`src/rtl/mips_dmem_arbiter_if.sv`:
```
// Bus bundle between the data-memory arbiter, the CPU data port, the
// debug/bench access port and the data RAM.
//
// Debug handshake: the requester raises dbg_req with dbg_write, dbg_address
// and dbg_writedata stable and holds them until dbg_ack. dbg_ack is a
// one-cycle pulse. The requester drops dbg_req in the ack cycle, and any
// dbg_req seen while dbg_ack=1 is ignored. dbg_readdata is valid from the
// ack cycle until the next completed read.
interface mips_dmem_arbiter_if;
  logic [31:0] cpu_address;
  logic        cpu_read;
  logic        cpu_write;
  logic [31:0] cpu_writedata;
  logic [31:0] cpu_readdata;

  logic        dbg_req;
  logic        dbg_write;
  logic [31:0] dbg_address;
  logic [31:0] dbg_writedata;
  logic        dbg_halt;
  logic        dbg_ack;
  logic [31:0] dbg_readdata;

  logic [31:0] mem_address;
  logic        mem_read;
  logic        mem_write;
  logic [31:0] mem_writedata;
  logic [31:0] mem_readdata;

  // Arbiter side
  modport slave (
    input  cpu_address, cpu_read, cpu_write, cpu_writedata,
    output cpu_readdata,
    input  dbg_req, dbg_write, dbg_address, dbg_writedata, dbg_halt,
    output dbg_ack, dbg_readdata,
    output mem_address, mem_read, mem_write, mem_writedata,
    input  mem_readdata
  );

  // Requester / memory side
  modport master (
    output cpu_address, cpu_read, cpu_write, cpu_writedata,
    input  cpu_readdata,
    output dbg_req, dbg_write, dbg_address, dbg_writedata, dbg_halt,
    input  dbg_ack, dbg_readdata,
    input  mem_address, mem_read, mem_write, mem_writedata,
    output mem_readdata
  );
endinterface

```
`src/rtl/mips_dmem_arbiter.sv`:
```
// Shares the single data-memory port between the CPU and a debug port.
// The CPU owns the port by default; debug accesses steal one cycle by
// stalling the CPU through its clock enable, and a halt mode hands the
// port to debug indefinitely.
module mips_dmem_arbiter #(
  parameter int MAX_WAIT = 8,
  parameter int WAIT_W   = 4
) (
  input  logic                 clk,
  input  logic                 reset,
  input  logic                 clk_enable_in,
  output logic                 cpu_clk_enable,
  mips_dmem_arbiter_if.slave   bus,
  output logic [1:0]           state_o
);

  typedef enum logic [1:0] {
    ST_CPU  = 2'd0,
    ST_DBG  = 2'd1,
    ST_HALT = 2'd2
  } state_t;

  localparam logic [WAIT_W-1:0] WAIT_LAST = WAIT_W'(MAX_WAIT - 1);

  state_t            state_q, state_d;
  logic [WAIT_W-1:0] wait_cnt_q, wait_cnt_d;
  logic              dbg_ack_q, dbg_ack_d;
  logic [31:0]       dbg_rdata_q, dbg_rdata_d;

  logic pending;
  logic cpu_busy;
  logic grant;
  logic accept;

  // The stall depends on registered state only, so dbg_* never reaches
  // the CPU clock enable combinationally.
  assign cpu_clk_enable   = clk_enable_in & (state_q == ST_CPU);
  assign bus.cpu_readdata = bus.mem_readdata;
  assign bus.dbg_ack      = dbg_ack_q;
  assign bus.dbg_readdata = dbg_rdata_q;
  assign state_o          = state_q;

  // Next-state, starvation counter and debug completion decode
  always_comb begin
    state_d    = state_q;
    wait_cnt_d = wait_cnt_q;
    accept     = 1'b0;
    // A request seen in its own ack cycle is the old one being dropped.
    pending    = bus.dbg_req & ~dbg_ack_q;
    cpu_busy   = bus.cpu_read | bus.cpu_write;
    grant      = pending & (~cpu_busy | (wait_cnt_q == WAIT_LAST));

    case (state_q)
      ST_CPU: begin
        if (grant) begin
          state_d    = ST_DBG;
          wait_cnt_d = '0;
        end else begin
          wait_cnt_d = pending ? wait_cnt_q + WAIT_W'(1) : '0;
          if (bus.dbg_halt) state_d = ST_HALT;
        end
      end
      ST_DBG: begin
        accept     = 1'b1;
        wait_cnt_d = '0;
        state_d    = bus.dbg_halt ? ST_HALT : ST_CPU;
      end
      ST_HALT: begin
        accept     = pending;
        wait_cnt_d = '0;
        if (~bus.dbg_halt & ~pending) state_d = ST_CPU;
      end
      default: begin
        state_d    = ST_CPU;
        wait_cnt_d = '0;
      end
    endcase

    dbg_ack_d   = accept;
    dbg_rdata_d = (accept & ~bus.dbg_write) ? bus.mem_readdata : dbg_rdata_q;
  end

  // Memory port mux; only the owner of the current state can write
  always_comb begin
    bus.mem_address   = bus.cpu_address;
    bus.mem_writedata = bus.cpu_writedata;
    bus.mem_read      = bus.cpu_read;
    bus.mem_write     = bus.cpu_write;
    if (state_q != ST_CPU) begin
      bus.mem_address   = bus.dbg_address;
      bus.mem_writedata = bus.dbg_writedata;
      bus.mem_read      = accept & ~bus.dbg_write;
      bus.mem_write     = accept & bus.dbg_write;
    end
  end

  // State registers; reset aborts any debug access in flight
  always_ff @(posedge clk or negedge reset) begin
    if (!reset) begin
      state_q     <= ST_CPU;
      wait_cnt_q  <= '0;
      dbg_ack_q   <= 1'b0;
      dbg_rdata_q <= '0;
    end else begin
      state_q     <= state_d;
      wait_cnt_q  <= wait_cnt_d;
      dbg_ack_q   <= dbg_ack_d;
      dbg_rdata_q <= dbg_rdata_d;
    end
  end

endmodule

```
`src/flat_wrapper.sv`:
```
// flat-port wrapper written by rule: the top's interface ports become plain ports
module mips_dmem_arbiter_flat 
#(
  parameter int MAX_WAIT = 8,
  parameter int WAIT_W   = 4
)
  (clk, reset, clk_enable_in, cpu_clk_enable, state_o, bus_cpu_address, bus_cpu_read, bus_cpu_write, bus_cpu_writedata, bus_cpu_readdata, bus_dbg_req, bus_dbg_write, bus_dbg_address, bus_dbg_writedata, bus_dbg_halt, bus_dbg_ack, bus_dbg_readdata, bus_mem_address, bus_mem_read, bus_mem_write, bus_mem_writedata, bus_mem_readdata);
  mips_dmem_arbiter_if bus_i ();
  input  logic clk;
  input  logic reset;
  input  logic clk_enable_in;
  output logic cpu_clk_enable;
  output logic [1:0] state_o;
  input wire logic [$bits(bus_i.cpu_address)-1:0] bus_cpu_address;
  input wire logic [$bits(bus_i.cpu_read)-1:0] bus_cpu_read;
  input wire logic [$bits(bus_i.cpu_write)-1:0] bus_cpu_write;
  input wire logic [$bits(bus_i.cpu_writedata)-1:0] bus_cpu_writedata;
  output wire logic [$bits(bus_i.cpu_readdata)-1:0] bus_cpu_readdata;
  input wire logic [$bits(bus_i.dbg_req)-1:0] bus_dbg_req;
  input wire logic [$bits(bus_i.dbg_write)-1:0] bus_dbg_write;
  input wire logic [$bits(bus_i.dbg_address)-1:0] bus_dbg_address;
  input wire logic [$bits(bus_i.dbg_writedata)-1:0] bus_dbg_writedata;
  input wire logic [$bits(bus_i.dbg_halt)-1:0] bus_dbg_halt;
  output wire logic [$bits(bus_i.dbg_ack)-1:0] bus_dbg_ack;
  output wire logic [$bits(bus_i.dbg_readdata)-1:0] bus_dbg_readdata;
  output wire logic [$bits(bus_i.mem_address)-1:0] bus_mem_address;
  output wire logic [$bits(bus_i.mem_read)-1:0] bus_mem_read;
  output wire logic [$bits(bus_i.mem_write)-1:0] bus_mem_write;
  output wire logic [$bits(bus_i.mem_writedata)-1:0] bus_mem_writedata;
  input wire logic [$bits(bus_i.mem_readdata)-1:0] bus_mem_readdata;
  assign bus_i.cpu_address = bus_cpu_address;
  assign bus_i.cpu_read = bus_cpu_read;
  assign bus_i.cpu_write = bus_cpu_write;
  assign bus_i.cpu_writedata = bus_cpu_writedata;
  assign bus_cpu_readdata = bus_i.cpu_readdata;
  assign bus_i.dbg_req = bus_dbg_req;
  assign bus_i.dbg_write = bus_dbg_write;
  assign bus_i.dbg_address = bus_dbg_address;
  assign bus_i.dbg_writedata = bus_dbg_writedata;
  assign bus_i.dbg_halt = bus_dbg_halt;
  assign bus_dbg_ack = bus_i.dbg_ack;
  assign bus_dbg_readdata = bus_i.dbg_readdata;
  assign bus_mem_address = bus_i.mem_address;
  assign bus_mem_read = bus_i.mem_read;
  assign bus_mem_write = bus_i.mem_write;
  assign bus_mem_writedata = bus_i.mem_writedata;
  assign bus_i.mem_readdata = bus_mem_readdata;
  mips_dmem_arbiter #(.MAX_WAIT(MAX_WAIT), .WAIT_W(WAIT_W)) u_core (.clk(clk), .reset(reset), .clk_enable_in(clk_enable_in), .cpu_clk_enable(cpu_clk_enable), .bus(bus_i), .state_o(state_o));
endmodule
```
`config.mk`:
```
export PLATFORM = sky130hd
export DESIGN_NAME = mips_dmem_arbiter_flat
export DESIGN_NICKNAME = d
export VERILOG_FILES = /design/src/rtl/mips_dmem_arbiter_if.sv /design/src/rtl/mips_dmem_arbiter.sv /design/src/flat_wrapper.sv
export SDC_FILE = /design/constraint.sdc
export NUM_CORES = 1
export LEC_CHECK = 0
export BUFFER_PORTS_ARGS = -buffer_cell sky130_fd_sc_hd__buf_2
export CAP_MARGIN = 0
export CORE_AREA = 2 2 117 119
export DETAILED_ROUTE_END_ITERATION = 6
export DIE_AREA = 0 0 119 121
export PLACE_DENSITY = 0.54
export SYNTH_ARGS = -nofsm -noshare
export SYNTH_HDL_FRONTEND = slang
export SYNTH_SLANG_ARGS = --single-unit
```
`constraint.sdc`:
```
create_clock -name clk -period 4.1 [get_ports clk]
set_input_delay 0.205 -clock clk [delete_from_list [all_inputs] [get_ports clk]]
set_output_delay 0.205 -clock clk [all_outputs]
set_load 0.01 [all_outputs]
```
Word-level counts from Yosys, hierarchy flattened. Cells that the tools add are included. W data, S select, Z words.

Bits in registers: 39. Input port bits: 168. Output and inout port bits: 134. Word-level logic and storage cells: 39.

Add/subtract/negate cells: 1. Equality and inequality tests: 5. Muxes and demuxes: 13. Bitwise logic cells: 13. Reductions and logical operators: 3.

Operator list (count): $mux W32 (2); $mux W4 (3); $mux W2 (4); $and A1 B1 Y1 (6); $pmux W2 S3 (1); $not A1 Y1 (5); $add A4 B1 Y4 const B (1); $eq A4 B3 Y1 const B (1); $ne A3 B2 Y1 const B (1); $eq A2 B1 Y1 const B (1); $eq A2 B2 Y1 const B (1); $logic_not A2 Y1 (1); $mux W1 (2); $ne A2 B1 Y1 const B (1); $or A1 B1 Y1 (2); $pmux W1 S2 (1); $reduce_and A2 Y1 (1); $reduce_bool A2 Y1 (1).

Logic depth before layout (Yosys ltp). Gate-level depths: netlist (run 1).

Word-level depth: 6. Depth in mapped cells: 7. Gate-level depth less buffers: 5.

Worst setup path after synthesis (run 1). Ideal clock, no wire load.

Path kind: reg-to-output. Start: reg u_core.state_q[0], in the netlist u_core.state_o[0]. End: out bus_mem_writedata[24]. Data arrival time: 1576 ps. Data required time: 3895 ps. Path slack: 2319 ps. Stages on the path, launching flop included: 7. Path buffers: 3. Path through: dfrtp_1 > inv_1 > ha_1 > buf_2 > buf_2 > buf_2 > mux2_2.

Word-level cells in the longest chain between the ends: 2.

Ends and longest elaborated chain: from (decl) (line mips_dmem_arbiter.sv:25) `state_t state_q, state_d;`; from (signal assigned) (line mips_dmem_arbiter.sv:105) `state_q <= state_d;`; $reduce_bool A2 Y1 (line mips_dmem_arbiter.sv:89) `if (state_q != ST_CPU) begin`; $mux W32 (line mips_dmem_arbiter.sv:89); to (decl) (line flat_wrapper.sv:29) `output wire logic [$bits(bus_i.mem_writedata)-1:0] bus_mem_writedata;`.

No other way between the ends.

Final worst setup path (run 1).
Start: reg u_core.state_q[0], in the netlist u_core.state_o[0]. End: out bus_mem_address[7].

Word-level cells in the longest chain between the ends: 2.

Ends and longest elaborated chain: $reduce_bool A2 Y1 (line mips_dmem_arbiter.sv:89); $mux W32 (line mips_dmem_arbiter.sv:89); to (decl) (line flat_wrapper.sv:26) `output wire logic [$bits(bus_i.mem_address)-1:0] bus_mem_address;`.

No other way between the ends.

==> results by group, run 1 <==
CTS
  • CTS tree: built
  • Post-CTS setup buffers: 0
  • Clock transition at the registers of the reported paths: 60 ps
  • Clk buf depth: 2
  • Htree depth: 2
  • Post-cts resize count: 0
  • Clock latency at the later pin of the worst-skew pair: 280 ps
  • Cts hold-fix bufs: 0
  • Total CTS buffers: 5
  • Clock net sink count: 39
  • Clock root cell: clkbuf_16

Critical path
  • CP required: 3890 ps
  • Crit-path max cell delay: 640 ps
  • Critical-path maximum fanout: 40
  • CP cell instances: inv_1 > ha_2 > buf_4 > mux2_2 > buf_2
  • Kind of critical path: register to output pin
  • Crit. End Element: output pin
  • CP startpoint kind: register
  • Slowest cell on crit path: ha_2
  • Worst Path Arrival: 2530 ps

Place
  • Port bufs: between 300 and 400
  • RePlAce Congestion: 0.8151
  • Final HPWL from detailed placement: 7243 um
  • Placed Cells: between 600 and 700

Run
  • Number of max-cap violations: 0

Drt
  • Via count: 2669
  • WL final: 8506 um
  • DR iter-0 viols: 73
  • Drt via density: 4.056
  • Routed Antenna Nets: 0
  • Met3 Routed Length: approximately 780 um
  • Routed length on met2: 4290 um
  • Max Used Layer: met4
  • DRC viols: 0
  • Drt wl/cell: roughly 13 um
  • Met1 WL: 3165 um
  • DRT Pass-1 Iters: 4

STA
  • Max Fclk: 365.1 MHz
  • Unrepaired setup endpoints after global routing: false
  • Max_slew headroom: 31.71%
  • Hold Violations, Final: 0
  • Slew @ Worst Pin: approximately 1000 ps
  • Setup TNS: 0 ps
  • Tmin final: ~2700 ps
  • Final worst-path cycle share: 66.80%
  • # setup viols final: 0
  • Hold_ws: 38.58 ps
  • Skew final: 3.585 ps
  • Final slew viol count: 0

Status
  • Outcome: complete, no violations

Yosys
  • Syn Std Cell Area: 0.002633 mm2
  • Synthesized instance count: 215
  • Yosys reg bits: 39
  • Top cells by count, synth: 94 x mux2_2, 39 x dfrtp_1, 32 x buf_4, 8 x buf_2, 5 x nor2_1
  • Syn Area/Cell: 12.24 um2
  • Post-Synthesis Net Count: 387
  • Yosys warns: 0
  • Area contributors post-synth: mux2_2 40%, dfrtp_1 37%, buf_4 9.1%
  • Most frequent cell after synthesis: mux2_2
  • Register area share after synthesis: 37.07%
  • Synth top area share: about two fifths
  • Async S/R FF share, synth: 100.0%
  • Top FF cell, synth: dfrtp_1
  • Synth area leader: mux2_2
  • Yosys cell types: 28
  • Number of flops mapped to enable cells by yosys: 0

Final layout
  • # fillers: 1344
  • Layout cells sized above 1: 84.65%
  • Layout Utilization: 32.43%
  • Final net count: around 650
  • Area Growth Syn to Fin: 61.22%
  • Fin cells: 658
  • Antenna cells: 0

Pwr
  • Leak pwr: 2.287 nW
  • P per Cell Area: 651.1 mW/mm2
  • VDD IR-drop max: roughly 0.27 mV
  • Total power: 2.763 mW

Die
  • Io pins: 302
  • DIE AREA: about 0.014 mm2
  • Initial Util: 20.12%
  • Die X: 119 um
  • Placeable Area: 0.01309 mm2
  • Chip height: 121 um
  • Core Rows: 42

Global route
  • GRT Total Usage: between 10% and 20%
  • Pin count of the biggest net entering global routing: 41
  • First-pass GRT wire length: 12280 um
  • Vias in the first global route: roughly 2500
  • GRT overflow: 0
  • Antenna violations before repair: 0

Min path
  • Worst Hold Class: input pin to asynchronous set/reset pin
## final timing paths
kind	start	end	slack [ps]	cells past startpoint
setup / recovery	u_core.state_o[0]$_DFFE_PN0P_	bus_mem_address[7]	1360	5
hold / removal	reset	u_core.bus.dbg_readdata[11]$_DFFE_PN0P_	40	1
setup reg to reg	u_core.state_o[0]$_DFFE_PN0P_	u_core.bus.dbg_readdata[8]$_DFFE_PN0P_	1860	5
hold reg to reg	u_core.wait_cnt_q[0]$_DFF_PN0_	u_core.wait_cnt_q[0]$_DFF_PN0_	470	1
max in group asynchronous	reset	u_core.wait_cnt_q[2]$_DFF_PN0_	3530	1
min in group clk	bus_mem_readdata[24]	u_core.bus.dbg_readdata[24]$_DFFE_PN0P_	160	2
## kinds of logic (layout without fill, tap and decap cells)
logic type / count (synthesis) / count (layout) / synth area share [%]
xor gates and xnor gates: 2 / 2 / 0.6655
muxes: 96 / 96 / 41.06
buffers and inverters: 48 / 315 / 12.64
adders and majority gates: 4 / 4 / 1.901
and+or+nand+nor: 16 / 16 / 3.659
AOI/OAI and AO/OA: 10 / 10 / 2.995
DFF: 39 / 39 / 37.07
## through the flow
| stage | setup slack (ps) | area [um2] |
|---|---|---|
| floorplan | 2319 | 2633 |
| global placement | 1721 | 4055 |
| detailed placement | 1627 | 4055 |
| CTS | 1316 | 4244 |
| global route | 1181 | 4244 |
| finish | 1361 | 4244 |
## power breakdown
group / internal (mW) / switching [mW]
clock network: 0.349 / 0.145
logic: 0.852 / 0.772
registers: 0.561 / 0.0842
total: 1.76 / 1.00
## worst max-delay path: cells and delay by family, from the launching register on
family | cells | cell delay (ps)
adder cells (fa/ha/maj) | 1 | 640
buffers and inverters | 3 | 810
flip-flops | 1 | 390
multiplexers | 1 | 390
## state kept, by name, summed over array words and instances, names as in the netlist
name,count
u_core.bus.dbg_ack,1
u_core.state_o,2
u_core.wait_cnt_q,4
u_core.bus.dbg_readdata,32
## cells in the final DEF, fill, tap and decap left out, drive strengths merged
cell type	count
nand3	1
mux2	96
buf	302
o211ai	1
and2	2
a21oi	1
o21ai	3
inv	5
nor2	5
or3	2
and3b	2
a31oi	1
nand2	1
or4b	1
o2111ai	1
xor2	1
dfrtp	39
bufinv	2
ha	4
a2bb2oi	1
o21a	1
a31o	1
clkbuf	6
nor2b	2
xnor2	1
## per-layer routing
| layer | GRT usage (%) | vias up |
|---|---|---|
| li1 | - | 1259 |
| met1 | 11.47 | 1222 |
| met2 | 19.79 | 173 |
| met3 | 2.632 | 15 |
| met4 | 4.390 | 0 |
| met5 | 0 | - |
## area by class of cell
cell class                 count  area (um2)  share of cell area, %
sequential                    39       975.9                  23.00
tap                          176       220.2                  5.189
multi-input combinational    128        1326                  31.25
inverter                       5       18.77                 0.4422
clock inverter                 2       60.06                  1.415
timing repair buffer         302        1514                  35.67
clock buffer                   6       128.9                  3.037
Note: power is estimated with default switching activity, not from simulation.
==> run 2, diff against run 1 <==
Settings changed: ABC_AREA set to 1, PLACE_DENSITY 0.54 to 0.55.
Clock period 4.1 ns to 2.6 ns, I/O delays scaled along.
==> run 2 against run 1 <==
Against the previous run: the run now ends with hold timing left; register-to-register slack lost 1000 ps; flip-flop and latch count did not move; clock-buffer cell count decreased by 1; routed wire length increased by 27%; global-route usage grew 3.9 points; sequential power increased by 52%; combinational power grew 73%; total power up 62%; core utilization increased by 1.3 points; synthesized cell count increased by 100%; highest routed layer is now met5.
==> results by group, run 2 <==
Die
  • Placeable Area: 0.01309 mm2 (unchanged)
  • Initial Util: 21.61% (was 20.12%)
  • Die X: 119 um (unchanged)
  • Io pins: 302 (unchanged)
  • Chip height: 121 um (unchanged)
  • Core Rows: 42 (unchanged)
  • DIE AREA: 0.01440 mm2 (unchanged)

STA
  • Max Fclk: 513.3 MHz
  • Final slew viol count: 0 (unchanged)
  • Slew @ Worst Pin: 886.8 ps (was 1020 ps)
  • Skew final: 3.803 ps (was 3.585 ps)
  • Final worst-path cycle share: 74.92%
  • Tmin final: 1948 ps
  • # setup viols final: 0 (unchanged)
  • Setup TNS: 0 ps (unchanged)
  • Hold_ws: -25.93 ps (was 38.58 ps)
  • Unrepaired setup endpoints after global routing: false (unchanged)
  • Hold Violations, Final: 39 (was 0)
  • Max_slew headroom: 40.88% (was 31.71%)

Final layout
  • Max reg flops: 32 (unchanged)
  • Layout cells sized above 1: 49.13% (was 84.65%)
  • Most common cell after layout, fill and taps aside: buf_2 (unchanged)
  • Fin area: 0.004420 mm2 (was 0.004244 mm2)
  • Most frequent cells in the layout: 301 x buf_2, 239 x nand2_1, 45 x inv_1 (was 301 x buf_2, 94 x mux2_2, 39 x dfrtp_1)
  • Reg area: 975.9 um2 (unchanged)
  • Final net count: 863 (was 653)
  • Area Growth Syn to Fin: 56.33% (was 61.22%)
  • Area of the multi-input gates: 0.001304 mm2 (was 0.001326 mm2)
  • Layout Utilization: 33.78% (was 32.43%)
  • Fin cells: 870 (was 658)
  • # fillers: 1473 (was 1344)

CTS
  • CTS tree: built (unchanged)
  • Post-cts resize count: 0 (unchanged)
  • Clock net sink count: 39 (unchanged)
  • Post-CTS setup buffers: 0 (unchanged)
  • Clock transition at the registers of the reported paths: 60 ps (about the same)
  • Clk buf depth: 2 (unchanged)
  • Total CTS buffers: 5 (unchanged)
  • Clock root cell: clkbuf_16 (unchanged)
  • Cts hold-fix bufs: 0 (unchanged)
  • Clock latency at the later pin of the worst-skew pair: 280 ps (about the same)
  • Htree depth: 2 (unchanged)

Yosys
  • Post-synthesis compound-gate area fraction: 9.558% (was 2.994%)
  • Yosys warns: 0 (unchanged)
  • Yosys reg bits: 39 (unchanged)
  • Post-Synth XOR/XNOR Area: 0.6195% (was 0.6654%)
  • Syn Area/Cell: 6.531 um2 (was 12.24 um2)
  • Area contributors post-synth: dfrtp_1 35%, nand2_1 32%, buf_4 8.5% (was mux2_2 40%, dfrtp_1 37%, buf_4 9.1%)
  • Synthesized instance count: 433 (was 215)
  • Yosys cell types: 18 (was 28)
  • Post-Synthesis Net Count: 605 (was 387)
  • Top cells by count, synth: 239 x nand2_1, 46 x inv_1, 39 x dfrtp_1, 32 x buf_4, 24 x o21ai_2 (was 94 x mux2_2, 39 x dfrtp_1, 32 x buf_4, 8 x buf_2, 5 x nor2_1)
  • Synth top area share: 34.51% (was 40.21%)
  • Most frequent cell after synthesis: nand2_1 (was mux2_2)
  • Adder-Cell Fraction of Synth Area: 1.770% (was 1.901%)
  • Multiplexer share of the synthesized area: 0% (was 41.06%)
  • Synth area leader: dfrtp_1 (was mux2_2)
  • Main combinational cell family by area after synthesis: simple AND/OR/NAND/NOR gates (was multiplexers)
  • Register area share after synthesis: 34.51% (was 37.07%)
  • Async S/R FF share, synth: 100.0% (unchanged)
  • Syn Std Cell Area: 0.002828 mm2 (was 0.002633 mm2)
  • Number of flops mapped to enable cells by yosys: 0 (unchanged)
  • Simple-Gate Fraction of Synth Area: 34.07% (was 3.660%)
  • Top FF cell, synth: dfrtp_1 (unchanged)

Place
  • Port bufs: 301 (unchanged)
  • Placed Cells: 860 (was 650)
  • Placed Area: 0.004247 mm2 (was 0.004055 mm2)
  • Final HPWL from detailed placement: 9150 um (was 7243 um)
  • RePlAce Congestion: 0.8166 (was 0.8151)

Global route
  • GRT Total Usage: 14.50% (was 10.64%)
  • Pin count of the biggest net entering global routing: 68 (was 41)
  • Antenna violations before repair: 4 (was 0)
  • GRT overflow: 0 (unchanged)
  • Vias in the first global route: 3192 (was 2513)
  • First-pass GRT wire length: 16420 um (was 12280 um)

Critical path
  • Critical Path Source: u_core.state_o[0]$_DFFE_PN0P_ (unchanged)
  • Worst R2R Start: u_core.state_o[0]$_DFFE_PN0P_ (unchanged)
  • Crit. End Element: output pin (unchanged)
  • Kind of critical path: register to output pin (unchanged)
  • Slowest cell on crit path: dfrtp_1 (was ha_2)
  • CP cell instances: inv_1 > ha_2 > inv_2 > buf_12 > nand4_1 > o21ai_0 > buf_2 (was inv_1 > ha_2 > buf_4 > mux2_2 > buf_2)
  • CP required: 2470 ps (was 3890 ps)
  • CP startpoint kind: register (unchanged)
  • Crit-path max cell delay: 410 ps (was 640 ps)
  • Critical-path maximum fanout: 67 (was 40)
  • Worst Path Arrival: 1820 ps (was 2530 ps)

Drt
  • Via count: 3375 (was 2669)
  • DRT Pass-1 Iters: 4 (unchanged)
  • DR iter-0 viols: 179 (was 73)
  • Routed Antenna Nets: 0 (unchanged)
  • WL final: 10810 um (was 8506 um)
  • Drt via density: 3.879 (was 4.056)
  • DRC viols: 0 (unchanged)
  • Drt wl/cell: 12.43 um (was 12.93 um)

Status
  • Failing checks: hold timing
  • Outcome: finished with violations (was complete, no violations)

Pwr
  • VDD IR-drop max: 0.3968 mV (was 0.2654 mV)
  • P per Cell Area: 1015 mW/mm2 (was 651.1 mW/mm2)
  • Leak pwr: 2.891 nW (was 2.287 nW)

Run
  • Number of max-cap violations: 0 (unchanged)

Min path
  • Worst Hold Class: input pin to asynchronous set/reset pin (unchanged)
run 2: cell count changes after synthesis, moves of 2 or more:
cell      change
mux2_1        -2
or3_1         -2
buf_6         +3
nand4_1       +2
nand3_1       +2
o21ai_2      +24
nor2b_1       -2
o21ai_0       +2
clkbuf_1      +8
inv_1        +42
and3b_1       -2
o21ai_1       +8
mux2_2       -94
nand2_1     +238
run 2: per-layer routing:
metal / part of all wire, % / up-vias / GRT usage (%)
met5: 0.41 / - / 0
met4: 1.6 / 6 / 3.125
met3: 9.2 / 18 / 4.605
met2: 50 / 182 / 26.76
met1: 39 / 1395 / 16.29
li1: - / 1774 / -
run 2: where the power goes:
group	internal (mW)	leakage [nW]	switching (mW)
clock	0.452	0.0838	0.241
combinational	1.09	2.31	1.72
sequential	0.854	0.498	0.127
run 2: worst max-delay path, delay by kind of cell (launching register included):
family	cells	cell delay (ps)
buffers and inverters	4	560
flip-flops	1	410
AO/OA/AOI/OAI	1	70
adder cells (fa/ha/maj)	1	390
AND/OR/NAND/NOR	1	110
run 2: kinds of logic (layout without fill, tap and decap cells):
| family | Yosys count | in the layout |
|---|---|---|
| adders and majority gates | 4 | 4 |
| buffers and inverters | 100 | 359 |
| AOI/OAI and AO/OA | 36 | 36 |
| and+or+nand+nor | 252 | 252 |
| xor gates and xnor gates | 2 | 2 |
| other | 0 | 2 |
| DFF | 39 | 39 |
run 2: cell type report:
cell class	count	share of cell area (%)
Clock buffer	5	2.830
Clock inverter	3	0.9907
Multi-Input combinational cell	294	29.49
Sequential cell	39	22.08
Timing Repair Buffer	305	35.61
Antenna cell	2	0.1132
Inverter	46	3.906
Tap cell	176	4.982
run 2: worst paths after layout:
check / endpoint / slack [ps] / depth (start not counted)
worst max register to register: u_core.bus.dbg_readdata[29]$_DFFE_PN0P_ / 860 / 8
max in group asynchronous: u_core.state_o[1]$_DFFE_PN0P_ / 2070 / 1
worst min-delay path: u_core.bus.dbg_readdata[15]$_DFFE_PN0P_ / -30 / 1
min in group clk: u_core.bus.dbg_readdata[4]$_DFFE_PN0P_ / 100 / 3
worst max-delay path: bus_mem_write / 650 / 7
worst min register to register: u_core.wait_cnt_q[0]$_DFF_PN0_ / 470 / 1
run 2: through the flow:
stage,setup WS [ps],total power [mW]
floorplan,1062,2.629
global placement,919.2,3.839
detailed placement,851.9,3.859
CTS,603.1,4.577
global route,527.9,4.897
finish,652.0,4.485
==> run 3, diff against run 2 <==
Settings changed: ABC_AREA 1 to 0, PLACE_DENSITY 0.55 to 0.56.
Clock period 2.6 ns to 1.6 ns, I/O delays scaled along.
==> run 3 against run 2 <==
Against the previous run: the run ends with setup timing left; first-iteration DRC count down 66%; cell count down 20%; core utilization up 4.5 points; clock power up 63%; critical path depth unchanged; critical path type is now register to register; critical endpoint is now u_core.bus.dbg_readdata[23]$_DFFE_PN0P_; flip-flop and latch count unchanged; via count down 17%.
==> results by group, run 3 (same netlist as run 1, synthesis figures left out) <==
Status
  • Outcome: finished with violations (unchanged)
  • Failing checks: setup timing (was hold timing)

Final layout
  • Antenna cells: 0 (was 2)
  • Max reg flops: 32 (unchanged)
  • Most frequent cells in the layout: 274 x buf_2, 58 x mux2_2, 39 x dfrtp_1 (was 301 x buf_2, 239 x nand2_1, 45 x inv_1)
  • Final net count: 690 (was 863)
  • # fillers: 1306 (was 1473)
  • Layout cells sized above 1: 87.67% (was 49.13%)
  • Area Growth Syn to Fin: 90.45% (was 56.33%)
  • Most common cell after layout, fill and taps aside: buf_2 (unchanged)

Critical path
  • Crit-path max cell delay: 400 ps (was 410 ps)
  • Worst R2R Start: u_core.state_o[1]$_DFFE_PN0P_ (was u_core.state_o[0]$_DFFE_PN0P_)
  • Critical-path maximum fanout: 7 (was 67)
  • CP cell instances: buf_6 > ha_4 > and3b_2 > o21ai_4 > buf_12 > buf_8 > mux2_4 (was inv_1 > ha_2 > inv_2 > buf_12 > nand4_1 > o21ai_0 > buf_2)
  • CP startpoint kind: register (unchanged)
  • Slowest cell on crit path: dfrtp_1 (unchanged)
  • Critical Path Source: u_core.state_o[1]$_DFFE_PN0P_ (was u_core.state_o[0]$_DFFE_PN0P_)
  • Worst Path Arrival: 1970 ps (was 1820 ps)
  • Kind of critical path: register to register (was register to output pin)
  • CP required: 1760 ps (was 2470 ps)
  • Crit. End Element: register (was output pin)

Global route
  • Pin count of the biggest net entering global routing: 40 (was 68)
  • GRT overflow: 0 (unchanged)
  • Antenna violations before repair: 0 (was 4)
  • Vias in the first global route: 2759 (was 3192)
  • First-pass GRT wire length: 13900 um (was 16420 um)
  • GRT Total Usage: 12.24% (was 14.50%)

Drt
  • DR iter-0 viols: 60 (was 179)
  • WL final: 10210 um (was 10810 um)
  • Via count: 2803 (was 3375)
  • Routed Antenna Nets: 0 (unchanged)
  • DRC viols: 0 (unchanged)
  • Drt wl/cell: 14.68 um (was 12.43 um)
  • Drt via density: 4.033 (was 3.879)
  • DRT Pass-1 Iters: 4 (unchanged)

CTS
  • Clk buf depth: 2 (unchanged)
  • Clock root cell: clkbuf_16 (unchanged)
  • Htree depth: 2 (unchanged)
  • Clock transition at the registers of the reported paths: 60 ps (about the same)
  • Clock latency at the later pin of the worst-skew pair: 280 ps (about the same)
  • Clock net sink count: 39 (unchanged)
  • CTS tree: built (unchanged)
  • Total CTS buffers: 5 (unchanged)

Die
  • DIE AREA: 0.01440 mm2 (unchanged)
  • Io pins: 302 (unchanged)
  • Die X: 119 um (unchanged)
  • Chip height: 121 um (unchanged)
  • Placeable Area: 0.01309 mm2 (unchanged)
  • Initial Util: 20.12% (was 21.61%)
  • Core Rows: 42 (unchanged)

STA
  • # setup viols final: 103 (was 0)
  • Tmin final: 1814 ps
  • Max Fclk: approximately 550 MHz
  • Skew final: 3.539 ps (was 3.803 ps)
  • Slew @ Worst Pin: 226.9 ps (was 886.8 ps)
  • Final slew viol count: 0 (unchanged)
  • Hold Violations, Final: 0 (was 39)
  • Unrepaired setup endpoints after global routing: true (was false)
  • Final worst setup slack: -213.8 ps (was 652.0 ps)
  • Max_slew headroom: 84.71% (was 40.88%)
  • Final worst-path cycle share: 113.4%

Place
  • Placement Setup Slack: -125.8 ps (was 851.9 ps)
  • Final HPWL from detailed placement: 8004 um (was 9150 um)
  • RePlAce Congestion: 0.8805 (was 0.8166)
  • Port bufs: 301 (unchanged)

Pwr
  • P per Cell Area: 1783 mW/mm2 (was 1015 mW/mm2)
  • Leak pwr: 2.743 nW (was 2.891 nW)
  • VDD IR-drop max: 0.6586 mV (was 0.3968 mV)
  • Total power: 8.939 mW (was 4.485 mW)

Run
  • Number of max-cap violations: 0 (unchanged)

Min path
  • Worst Hold Class: input pin to register (was input pin to asynchronous set/reset pin)
  • Min-Delay Startpoint: bus_mem_readdata[24]
run 3: cell types whose count changed in the layout (fill, tap and decap cells not counted), moves of 3 or more:
cell / delta
buf_2: -27
buf_4: +16
buf_6: +38
ha_4: +3
inv_1: -43
mux2_2: +58
mux2_4: +37
nand2_1: -238
nor2_1: -3
o21ai_0: -3
o21ai_1: -8
o21ai_2: -23
run 3: what timing repair did:
item                                   in CTS  in global routing
endpoints found under the hold margin      39                  0
gates resized for setup                    34                 57
gates cloned                                0                  2
setup endpoints to repair                 103                103
hold buffers                                1                  0
buffers inserted                            8                  5
pin swaps                                   4                  7
run 3: routing by layer:
metal  global-route usage [%]  vias to the layer above  part of all wire [%]
met2                    22.23                      131                    53
met1                    15.23                     1329                    40
met3                    2.491                       10                   6.1
met4                    1.786                        0                  0.71
li1                         -                     1333                     -
met5                        0                        -                     0
run 3: cell type report:
type	instances	area, um2	share of cell area, %
repair buffers	339	2117	42.23
multi-input cells	128	1513	30.17
flip-flops and latches	39	975.9	19.47
well taps	176	220.2	4.392
clock buffers	5	125.1	2.496
clock inverters	3	43.79	0.8735
inverters	5	18.77	0.3743
run 3: final timing paths:
path	end	slack, ps	depth (start not counted)
worst min register to register	u_core.wait_cnt_q[0]$_DFF_PN0_	480	1
worst max register to register	u_core.bus.dbg_readdata[23]$_DFFE_PN0P_	-210	7
worst max-delay path	u_core.bus.dbg_readdata[23]$_DFFE_PN0P_	-210	7
worst min-delay path	u_core.bus.dbg_readdata[24]$_DFFE_PN0P_	40	2
min in group asynchronous	u_core.bus.dbg_readdata[6]$_DFFE_PN0P_	320	3
max in group asynchronous	u_core.bus.dbg_readdata[25]$_DFFE_PN0P_	1090	3
run 3: per-stage QoR:
step | cell area, um2 | hold slack, ps | setup TNS (ps) | utilization, % | instances
6_report | 5014 | 40.14 | -18080 | 38.32 | 695
3_3_place_gp | 4289 | 65.67 | -2711 | 32.78 | 671
4_1_cts | 4693 | 38.10 | -18100 | 35.87 | 688
3_5_place_dp | 4289 | 69.79 | -2973 | 32.78 | 671
2_1_floorplan | 2651 | -215.6 | -3296 | - | 215
5_1_grt | 5014 | 34.23 | -24470 | 38.32 | 695
run 3: power breakdown:
group | internal (mW) | total (mW) | switching (mW)
logic | 3.66 | 6.13 | 2.47
clock network | 0.735 | 1.13 | 0.392
registers | 1.44 | 1.68 | 0.244
total | 5.83 | 8.94 | 3.11
run 3: worst max-delay path, delay by kind of cell (launching register included):
| kind | cells | cell delay [ps] |
|---|---|---|
| mux | 1 | 300 |
| buf+inv | 3 | 410 |
| compound gates | 1 | 220 |
| fa+ha+maj | 1 | 140 |
| flops | 1 | 400 |
| simple gates | 1 | 220 |
